**src/rtl/tl_ul_arb2_if.sv**
```systemverilog
// TileLink-UL A/D channel bundle shared by the arbiter's master-side and slave-side ports.
// a_bits = {opcode3,param3,size3,source8,address25,mask4,data32}; d_bits = {opcode3,size3,source8,denied1,data32}.
interface tl_ul_arb2_if;
    logic        a_valid;
    logic        a_ready;
    logic [77:0] a_bits;
    logic        d_valid;
    logic        d_ready;
    logic [46:0] d_bits;

    modport master (
        output a_valid, a_bits, d_ready,
        input  a_ready, d_valid, d_bits
    );

    modport slave (
        input  a_valid, a_bits, d_ready,
        output a_ready, d_valid, d_bits
    );
endinterface

```
**src/rtl/tl_ul_arb2.sv**
```systemverilog
// Two-master TileLink-UL arbiter: round-robin A grant with hold, source[7] tagging, D routing by tag.
// Define TL_ARB_ERRCHK_EN to build the sticky protocol checker driving err_flag.
module tl_ul_arb2 #(
    parameter int MAX_OUTSTANDING = 4,
    parameter int CNT_W           = 4
) (
    input  logic         clock,
    input  logic         reset,
    tl_ul_arb2_if.slave  m0,
    tl_ul_arb2_if.slave  m1,
    tl_ul_arb2_if.master s,
    output logic         err_flag
);
    localparam int               A_SRC_MSB = 68;
    localparam int               D_SRC_MSB = 40;
    localparam logic [CNT_W-1:0] CNT_MAX   = CNT_W'(MAX_OUTSTANDING);

    logic [CNT_W-1:0] cnt0, cnt1;
    logic             rr_ptr, hold_vld, hold_idx;
    logic             elig0, elig1, grant, grant_elig;
    logic [77:0]      sel_bits, a_bits_out;
    logic [46:0]      d_bits_out;
    logic             d_idx;
    logic             a_hs, a_hs0, a_hs1, d_hs0, d_hs1;

    // Simultaneous issue and retire cancel; retiring at zero never wraps.
    function automatic logic [CNT_W-1:0] next_cnt(input logic [CNT_W-1:0] c,
                                                  input logic inc, input logic dec);
        logic [CNT_W-1:0] r;
        r = c;
        if (inc && !dec)
            r = c + CNT_W'(1);
        else if (dec && !inc && (c != '0))
            r = c - CNT_W'(1);
        return r;
    endfunction

    always_comb begin
        elig0 = m0.a_valid && (cnt0 < CNT_MAX);
        elig1 = m1.a_valid && (cnt1 < CNT_MAX);
        grant = 1'b0;
        if (hold_vld)
            grant = hold_idx;
        else if (elig0 && elig1)
            grant = rr_ptr;
        else if (elig1)
            grant = 1'b1;
        grant_elig = grant ? elig1 : elig0;
        sel_bits   = grant ? m1.a_bits : m0.a_bits;
        a_bits_out = sel_bits;
        a_bits_out[A_SRC_MSB] = grant;
        d_idx      = s.d_bits[D_SRC_MSB];
        d_bits_out = s.d_bits;
        d_bits_out[D_SRC_MSB] = 1'b0;
    end

    assign s.a_valid  = !reset && grant_elig;
    assign s.a_bits   = a_bits_out;
    assign m0.a_ready = !reset && !grant && s.a_ready && elig0;
    assign m1.a_ready = !reset &&  grant && s.a_ready && elig1;

    assign m0.d_valid = !reset && s.d_valid && !d_idx;
    assign m1.d_valid = !reset && s.d_valid &&  d_idx;
    assign m0.d_bits  = d_bits_out;
    assign m1.d_bits  = d_bits_out;
    assign s.d_ready  = !reset && (d_idx ? m1.d_ready : m0.d_ready);

    assign a_hs  = s.a_valid && s.a_ready;
    assign a_hs0 = m0.a_valid && m0.a_ready;
    assign a_hs1 = m1.a_valid && m1.a_ready;
    assign d_hs0 = m0.d_valid && m0.d_ready;
    assign d_hs1 = m1.d_valid && m1.d_ready;

    // Arbitration state and outstanding counters
    always_ff @(posedge clock) begin
        if (reset) begin
            rr_ptr   <= 1'b0;
            hold_vld <= 1'b0;
            hold_idx <= 1'b0;
            cnt0     <= '0;
            cnt1     <= '0;
        end else begin
            if (a_hs) begin
                rr_ptr   <= ~grant;
                hold_vld <= 1'b0;
            end else if (s.a_valid) begin
                hold_vld <= 1'b1;
                hold_idx <= grant;
            end
            cnt0 <= next_cnt(cnt0, a_hs0, d_hs0);
            cnt1 <= next_cnt(cnt1, a_hs1, d_hs1);
        end
    end

`ifdef TL_ARB_ERRCHK_EN
    logic [77:0] s_a_bits_p0;
    logic        err_q;
    logic        err_now;

    // Previous-cycle A bits, compared while a grant is held
    always_ff @(posedge clock) begin
        s_a_bits_p0 <= a_bits_out;
    end

    assign err_now = (a_hs && sel_bits[A_SRC_MSB])
                   || (d_hs0 && (cnt0 == '0))
                   || (d_hs1 && (cnt1 == '0))
                   || (hold_vld && (a_bits_out != s_a_bits_p0));

    always_ff @(posedge clock) begin
        if (reset)
            err_q <= 1'b0;
        else if (err_now)
            err_q <= 1'b1;
    end

    assign err_flag = err_q;
`else
    assign err_flag = 1'b0;
`endif
endmodule
```
**src/flat_wrapper.sv**
```systemverilog
// flat-port wrapper written by rule: the top's interface ports become plain ports
module tl_ul_arb2_flat 
#(
    parameter int MAX_OUTSTANDING = 4,
    parameter int CNT_W           = 4
)
  (clock, reset, err_flag, m0_a_valid, m0_a_bits, m0_d_ready, m0_a_ready, m0_d_valid, m0_d_bits, m1_a_valid, m1_a_bits, m1_d_ready, m1_a_ready, m1_d_valid, m1_d_bits, s_a_valid, s_a_bits, s_d_ready, s_a_ready, s_d_valid, s_d_bits);
  tl_ul_arb2_if m0_i ();
  tl_ul_arb2_if m1_i ();
  tl_ul_arb2_if s_i ();
  input  logic clock;
  input  logic reset;
  output logic err_flag;
  input wire logic [$bits(m0_i.a_valid)-1:0] m0_a_valid;
  input wire logic [$bits(m0_i.a_bits)-1:0] m0_a_bits;
  input wire logic [$bits(m0_i.d_ready)-1:0] m0_d_ready;
  output wire logic [$bits(m0_i.a_ready)-1:0] m0_a_ready;
  output wire logic [$bits(m0_i.d_valid)-1:0] m0_d_valid;
  output wire logic [$bits(m0_i.d_bits)-1:0] m0_d_bits;
  input wire logic [$bits(m1_i.a_valid)-1:0] m1_a_valid;
  input wire logic [$bits(m1_i.a_bits)-1:0] m1_a_bits;
  input wire logic [$bits(m1_i.d_ready)-1:0] m1_d_ready;
  output wire logic [$bits(m1_i.a_ready)-1:0] m1_a_ready;
  output wire logic [$bits(m1_i.d_valid)-1:0] m1_d_valid;
  output wire logic [$bits(m1_i.d_bits)-1:0] m1_d_bits;
  output wire logic [$bits(s_i.a_valid)-1:0] s_a_valid;
  output wire logic [$bits(s_i.a_bits)-1:0] s_a_bits;
  output wire logic [$bits(s_i.d_ready)-1:0] s_d_ready;
  input wire logic [$bits(s_i.a_ready)-1:0] s_a_ready;
  input wire logic [$bits(s_i.d_valid)-1:0] s_d_valid;
  input wire logic [$bits(s_i.d_bits)-1:0] s_d_bits;
  assign m0_i.a_valid = m0_a_valid;
  assign m0_i.a_bits = m0_a_bits;
  assign m0_i.d_ready = m0_d_ready;
  assign m0_a_ready = m0_i.a_ready;
  assign m0_d_valid = m0_i.d_valid;
  assign m0_d_bits = m0_i.d_bits;
  assign m1_i.a_valid = m1_a_valid;
  assign m1_i.a_bits = m1_a_bits;
  assign m1_i.d_ready = m1_d_ready;
  assign m1_a_ready = m1_i.a_ready;
  assign m1_d_valid = m1_i.d_valid;
  assign m1_d_bits = m1_i.d_bits;
  assign s_a_valid = s_i.a_valid;
  assign s_a_bits = s_i.a_bits;
  assign s_d_ready = s_i.d_ready;
  assign s_i.a_ready = s_a_ready;
  assign s_i.d_valid = s_d_valid;
  assign s_i.d_bits = s_d_bits;
  tl_ul_arb2 #(.MAX_OUTSTANDING(MAX_OUTSTANDING), .CNT_W(CNT_W)) u_core (.clock(clock), .reset(reset), .m0(m0_i), .m1(m1_i), .s(s_i), .err_flag(err_flag));
endmodule
```
**config.mk**
```make
export PLATFORM = sky130hd
export DESIGN_NAME = tl_ul_arb2_flat
export DESIGN_NICKNAME = d
export VERILOG_FILES = /design/src/rtl/tl_ul_arb2_if.sv /design/src/rtl/tl_ul_arb2.sv /design/src/flat_wrapper.sv
export SDC_FILE = /design/constraint.sdc
export NUM_CORES = 1
export LEC_CHECK = 0
export ABC_AREA = 1
export CORE_AREA = 2 2 150 152
export DETAILED_ROUTE_END_ITERATION = 10
export DIE_AREA = 0 0 152 154
export PLACE_DENSITY_LB_ADDON = 0.3
export SETUP_SLACK_MARGIN = 0.5
export SLEW_MARGIN = 10
export SYNTH_ARGS = -nofsm -noshare
export SYNTH_HDL_FRONTEND = slang
export SYNTH_SLANG_ARGS = --single-unit
export TNS_END_PERCENT = 100
```
**constraint.sdc**
```tcl
create_clock -name clock -period 5.8 [get_ports clock]
set_input_delay 1.16 -clock clock [delete_from_list [all_inputs] [get_ports clock]]
set_output_delay 1.16 -clock clock [all_outputs]
set_load 0.01 [all_outputs]
```
# == Word-level counts from Yosys, hierarchy flattened ==
# Cells that the tools add are included.
# word_totals
register_bits,11
out_inout_bits,179
in_bits,211
word_cells,61
# classes
reduce_logical,38
n_mux,10
bitwise,2
order_cmp,2
n_addsub,4
# ops
operator,count
two-way mux 78 bit,1
logical AND 1 bit,25
two-way mux 4 bit,4
adder 4 x 1 -> 4 bit (second input constant),2
less-than comparator 4 x 3 -> 1 bit (second input constant),2
nonzero test 4 bit,2
subtractor 4 x 1 -> 4 bit (second input constant),2
zero test 1 bit,7
two-way mux 1 bit,5
nonzero test 2 bit,2
NOT 1 bit,2
AND reduction 2 bit,1
OR reduction 2 bit,1

# == Depth between registers and ports, before layout ==
# Gate-level depths: netlist of the first run.
# logic_depth
ltp_word,15
ltp_mapped,17
mapped_depth_nobuf,16

# == Worst setup path after synthesis of the first run ==
# Ideal clock, no wire load.
# synth_timing
kind,input to output
startpoint,input m1_a_valid
endpoint,output s_a_bits[47]
cell_stages,8
arrival_time_ns,2.023
required_time_ns,4.640
slack_ns,2.617
n_path_buf,2
path_cell_list,nand2_2 > nor2_2 > nand2_2 > nand2_2 > buf_6 > clkbuf_1 > nand2_1 > nand2_1
# synth_between
elab_chain_len,5
word_cells_on_any_way,6
classes_between,mux (4); reduce/logical (2)
# synth_lines
element,line,source
"start, declared",flat_wrapper.sv:20,input wire logic [$bits(m1_i.a_valid)-1:0] m1_a_valid;
logical AND 1 bit *,tl_ul_arb2.sv:40,elig1 = m1.a_valid && (cnt1 < CNT_MAX);
two-way mux 1 bit or logical AND 1 bit (tied branches),"tl_ul_arb2.sv:46, tl_ul_arb2.sv:44",
two-way mux 1 bit *,tl_ul_arb2.sv:44,else if (elig0 && elig1)
two-way mux 1 bit *,tl_ul_arb2.sv:42,if (hold_vld)
two-way mux 78 bit *,tl_ul_arb2.sv:49,sel_bits = grant ? m1.a_bits : m0.a_bits;
"end, declared",flat_wrapper.sv:27,output wire logic [$bits(s_i.a_bits)-1:0] s_a_bits;
# Every way passes the cells marked *; elsewhere a longest branch is shown, timed or not.

# == Worst setup path in the final report of the first run ==
# layout_timing
startpoint,input m0_a_valid
endpoint,output s_a_bits[6]
# layout_between
elab_chain_len,5
# layout_lines
element,line,source
"start, declared",flat_wrapper.sv:14,input wire logic [$bits(m0_i.a_valid)-1:0] m0_a_valid;
logical AND 1 bit,tl_ul_arb2.sv:39,elig0 = m0.a_valid && (cnt0 < CNT_MAX);
logical AND 1 bit,tl_ul_arb2.sv:44,
two-way mux 1 bit,tl_ul_arb2.sv:44,
two-way mux 1 bit,tl_ul_arb2.sv:42,
two-way mux 78 bit,tl_ul_arb2.sv:49,
# No other way between the ends.

==> flow_summary.yaml, run 1 <==
power_and_ir_drop:
  swShare_pct: 36.5
  cellPowerDensity_mw_per_mm2: 154
  seqPwrFrac_pct: 12.1
  leakage_nw: 2.07
  power.ir.vdd_worst_mv: 0.107
  p_sw_w: 0.000259
  comb_power_share_pct: 69.8
  p_clk_share_pct: 18.1
  intPower_w: 0.000452
route:
  via_per_inst: 3.50
  ant_nets: 0
  wl_met3_mm: 1.48
  routed_wl_mm: 12.3
  routedWlPerCell_um: 13.9
  via_count: 3095
  wl_met1_mm: 4.70
  drt_iter0_drc: 155
  firstDrtPassIters: 4
  top_layer: "met5"
  wl_met2_mm: 5.79
  post-route-drc-count: 0
hold_path:
  min-delay-start: "u_core.rr_ptr"
  hp-class: "flop to flop"
  min_path_cells: 2
  min_to: "u_core.rr_ptr"
flow_run:
  maxCapViolations: 0
sta:
  hold_viol: 0
  skew_ps: 5.84
  fmax_ghz: 0.223
  tns_ps: 0
  grt_setup_unrepaired: "false"
  min_period_ps: 4480
  drv_slew: 0
  setup_viol: 0
  maxSlewHeadroom_pct: 64.8
  finalCritPeriodShare_pct: 77.2
  max_slew.worst_pin.slew_ps: 528
layout:
  layout_common_cells: "254 x nand2_1, 246 x clkdlybuf4s50_1, 14 x inv_1"
  regArea_um2: 220
  layout-drive-gt1-share_pct: 4.97
  design_area_mm2: 0.00463
  fillers: 2492
  diodes: 0
  syn_to_final_growth_pct: 85.1
  multi_input_comb_area_mm2: 0.00142
  fin_nets: 822
  layout_commonest_cell: "nand2_1"
synth:
  seq_area_frac_synth_pct: 8.80
  synth-adder-area-share_pct: 3.60
  synth_top_family_by_area: "simple AND/OR/NAND/NOR gates"
  synth_xor_area_share_pct: 0.700
  syn_inst: 462
  post_synth_num_cell_types: 30
  synth_area_mm2: 0.00250
  ys_warn_count: 0
  yosys-mux-area-fraction_pct: 0
  ys_seq_elements: 11
  syn_avg_cell_area_um2: 5.41
  synthSimpleGateAreaFrac_pct: 48.1
  synth_compound_area_share_pct: 3.50
placement:
  place.gp.congestion: 0.742
  placed_cell_area_mm2: 0.00455
  dp_hpwl_mm: 10.3
  port_buffers: 246
global_routing:
  grt_pass1_wl_mm: 18.6
  groute.usage.overall_pct: 9.93
  grt_overflow: 0
  grt_pass1_vias: 3194
  antenna_found_initial: 0
  grt_max_degree: 83
setup_path:
  cp_max_fo: 49
  cp-start-kind: "input port"
  crit_type: "input port to output port"
  cp-end-kind: "output port"
  worst-r2r-setup-slack_ps: 3250
  worst_r2r_path_depth: 15
  cp.arrival_ps: 3320
  r2r-end: "u_core.cnt1[3]"
  crit-reg2reg-launch: "u_core.cnt1[2]"
  crit_required_ps: 4640
clocking:
  numCtsBuffers: 3
  clk_path_buf_depth: 2
  clockRootBuffer: "clkbuf_16"
  cts.clk_slew.worst_paths_ps: 50
  ctsResizeCount: 0
  clock_sinks: 11
  htreeDepth: 1
  cts_hold_buf: 0
  cts_tree: "built"
  cts_setup_buffers: 0
  clk_latency_ps: 240
die:
  die_x_um: 152
  die_area_mm2: 0.0234
  core-area_mm2: 0.0217
  fp.dieH_um: 154
  start_util_pct: 11.5
  rows: 54
  boundaryPins: 390
run_status:
  outcome: "completed"
-- final cells by class --
cell class	instances	share of cell area (%)
repair buffers	249	53.9
multi-input cells	322	30.6
well taps	280	7.57
clock buffers	4	1.70
flip-flops and latches	11	4.76
inverters	18	1.46
-- worst max-delay path: stages --
cell             delay (ps)
clkdlybuf4s50_1         520
nand3_1                 100
nand2_2                 120
nand2_4                  70
inv_2                    50
buf_4                   410
nand2_1                  90
nand2_1                  80
clkdlybuf4s50_1         650
-- stage by stage --
stage	power, W	worst slack, ps	hold slack (ps)	utilization [%]	std cells
global route	0.000770	1120	500	21.3	884
finish	0.000711	1320	473	21.3	884
detailed placement	0.000590	1260	470	21.0	880
CTS	0.000724	1250	477	21.3	884
floorplan	0.000346	2620	432	-	464
global placement	0.000592	1250	470	21.0	880
-- cells by family after synthesis --
| group | count (synthesis) |
|---|---|
| simple gates | 295 |
| buf+inv | 131 |
| compound gates | 16 |
| flops | 11 |
| fa+ha+maj | 6 |
| xor+xnor | 2 |
| other cells | 1 |
-- cell usage after synthesis, drive strengths merged --
library cell,n,area share (%)
a31oi,1,0.25
nand3,7,2.1
xnor2,1,0.35
o21ai,5,1.0
a211oi,1,0.30
fa,2,1.6
nand4,4,1.3
inv,18,2.7
and3,2,0.50
a31o,1,0.35
nor3b,1,0.30
nand2,262,40
buf,108,32
xor2,1,0.35
ha,4,2.0
clkbuf,5,0.75
nor2,19,3.7
dfxtp,11,8.8
conb,1,0.15
a21oi,8,1.6
-- power by group through the flow --
stage / Combinational, W / Sequential, W / Clock [W]
6_report: 0.000496 / 0.0000861 / 0.000129
5_1_grt: 0.000546 / 0.0000869 / 0.000136
4_1_cts: 0.000506 / 0.0000862 / 0.000131
3_5_place_dp: 0.000502 / 0.0000876 / 0
3_3_place_gp: 0.000505 / 0.0000875 / 0
2_1_floorplan: 0.000259 / 0.0000864 / 0
-- worst max-delay path by stage --
| stage | start | cells after the start | slack, ps | to |
|---|---|---|---|---|
| floorplan | m1_a_valid | 8 | 2620 | s_a_bits[47] |
| global placement | m0_a_valid | 9 | 1250 | s_a_bits[12] |
| detailed placement | m0_a_valid | 9 | 1260 | s_a_bits[13] |
| CTS | m0_a_valid | 9 | 1250 | s_a_bits[6] |
| global route | m0_a_valid | 9 | 1120 | s_a_bits[13] |
| finish | m0_a_valid | 9 | 1320 | s_a_bits[6] |
-- flip-flops by register name (all words and copies together) (netlist names) --
signal           count
u_core.hold_vld      1
u_core.cnt0          4
u_core.cnt1          4
u_core.hold_idx      1
u_core.rr_ptr        1
-- per-layer routing --
metal	global-route usage (%)	vias to the layer above
met1	11.1	1259
met5	1.86	-
met3	5.02	16
met4	2.27	4
met2	16.7	239
li1	-	1577
Note: power is estimated with default switching activity, not from simulation.
==> run 2: changes to the inputs <==
CORE_AREA = 2 2 152 154   (was 2 2 150 152)
DIE_AREA = 0 0 154 156   (was 0 0 152 154)
clock period = 4.45 ns   (was 5.8 ns; I/O delays follow)
==> run 2 against run 1 <==
Compared with the run above: wire length rose by 1.1%; core utilization fell by 0.46 points; register-to-register slack got worse by 1100 ps; clock power rose by 30%; sequential power rose by 30%; design area rose by 0.92%; critical endpoint is now s_a_bits[15].
==> flow_summary.yaml, run 2 (same netlist as run 1, synthesis figures left out) <==
die:
  fp.dieH_um: 156
  die_x_um: 154
  start_util_pct: 11.2
  die_area_mm2: 0.0240
  rows: 55
  boundaryPins: 390
  core-area_mm2: 0.0224
global_routing:
  grt_overflow: 0
  grt_pass1_vias: 2969
  grt_pass1_wl_mm: 17.5
  antenna_found_initial: 0
  groute.usage.overall_pct: 9.36
  grt_max_degree: 45
  grt_util_met3_pct: 5.92
  grt_busiest_layer: "met2"
  grtUsageMet2_pct: 16.7
  grtUsageMet1_pct: 9.53
sta:
  hold_viol: 0
  drv_slew: 0
  skew_ps: 3.04
  fmax_ghz: 0.266
  min_period_ps: 3760
  setup_viol: 0
  finalCritPeriodShare_pct: 84.5
  tns_ps: 0
  grt_setup_unrepaired: "false"
setup_path:
  crit_required_ps: 3560
  cp_cell_sequence: "clkdlybuf4s50_1, nand2_2, nor2_2, nand2_2, nand2_4, buf_6, nand2_1, nand2_1, clkdlybuf4s50_1"
  cp_max_fo: 44
  crit-reg2reg-launch: "u_core.cnt1[2]"
  cp-start-kind: "input port"
  crit_type: "input port to output port"
  critPathBufInv: 3
  crit_slowest_cell: "clkdlybuf4s50_1"
  crit_family: "buffers and inverters"
  cp-end-kind: "output port"
  crit_path_start: "m1_a_valid"
  critPathMaxStageDelay_ps: 560
  cp.arrival_ps: 2870
power_and_ir_drop:
  comb_power_share_pct: 70.0
  p_clk_share_pct: 17.9
  leakage_nw: 2.09
  seqPwrFrac_pct: 12.0
  swShare_pct: 36.1
  cellPowerDensity_mw_per_mm2: 200
  p_sw_w: 0.000337
  power.total_w: 0.000934
  power.ir.vdd_worst_mv: 0.0954
  intPower_w: 0.000597
route:
  drt_iter0_drc: 134
  ant_nets: 0
  routed_wl_mm: 12.4
  via_count: 3056
  firstDrtPassIters: 6
  post-route-drc-count: 0
  via_per_inst: 3.43
  routedWlPerCell_um: 13.9
clocking:
  clk_latency_ps: 240
  cts_hold_buf: 0
  cts_tree: "built"
  ctsResizeCount: 0
  cts_setup_buffers: 0
  clockRootBuffer: "clkbuf_16"
  htreeDepth: 1
  numCtsBuffers: 3
  cts.clk_slew.worst_paths_ps: 40
  clock_sinks: 11
  clk_path_buf_depth: 2
layout:
  utilization_pct: 20.9
  fillers: 2500
  layout_common_cells: "254 x nand2_1, 246 x clkdlybuf4s50_1, 14 x inv_1"
  diodes: 0
  layout_commonest_cell: "nand2_1"
  layout-drive-gt1-share_pct: 5.12
  top_regs: "u_core.cnt0: 4 flops, u_core.cnt1: 4 flops"
  syn_to_final_growth_pct: 86.8
  fin_nets: 823
run_status:
  outcome: "completed"
placement:
  port_buffers: 246
  dp_hpwl_mm: 10.5
  place.gp.congestion: 0.731
hold_path:
  min-delay-start: "u_core.rr_ptr"
  hp-class: "flop to flop"
flow_run:
  maxCapViolations: 0
-- run 2: worst register-to-register path: cells and delay by family, from the launching register on --
family	cells	cell delay [ps]
and+or+nand+nor	12	1290
adders and majority gates	1	340
DFF	1	330
buffers and inverters	2	250
-- run 2: cell type report --
class / count / area, um^2 / area share, %
Clock buffer: 4 / 78.8 / 1.69
Inverter: 18 / 67.6 / 1.45
Multi-Input combinational cell: 322 / 1420 / 30.3
Sequential cell: 11 / 220 / 4.71
Tap cell: 285 / 357 / 7.63
Timing Repair Buffer: 250 / 2530 / 54.2
-- run 2: per-stage QoR --
stage | setup slack (ps) | hold WS, ps | cells | area, um^2
3_3_place_gp | 534 | 459 | 886 | 4590
5_1_grt | 573 | 528 | 890 | 4670
2_1_floorplan | 1810 | 432 | 464 | 2510
6_report | 688 | 475 | 890 | 4670
4_1_cts | 553 | 479 | 890 | 4670
3_5_place_dp | 568 | 474 | 886 | 4590
-- run 2: layer usage --
metal / part of all wire (%) / vias up / wire, um
met4: 0.80 / 0 / 99
met5: 0 / - / 0
li1: - / 1583 / -
met2: 49 / 237 / 6040
met1: 34 / 1223 / 4280
met3: 16 / 13 / 2000
-- run 2: power groups by stage --
stage	sequential, W	clock (W)	combinational (W)
after floorplan	0.000113	0	0.000338
after global placement	0.000114	0	0.000666
after detailed placement	0.000114	0	0.000662
after CTS	0.000112	0.000171	0.000667
after global routing	0.000114	0.000174	0.000715
final	0.000112	0.000168	0.000654
-- run 2: path summary, 6_finish.rpt --
check | endpoint | depth (start not counted) | slack [ps]
max | s_a_bits[15] | 9 | 690
min | u_core.rr_ptr | 2 | 480
max reg2reg | u_core.cnt1[3] | 15 | 2140
min reg2reg | u_core.rr_ptr | 2 | 480
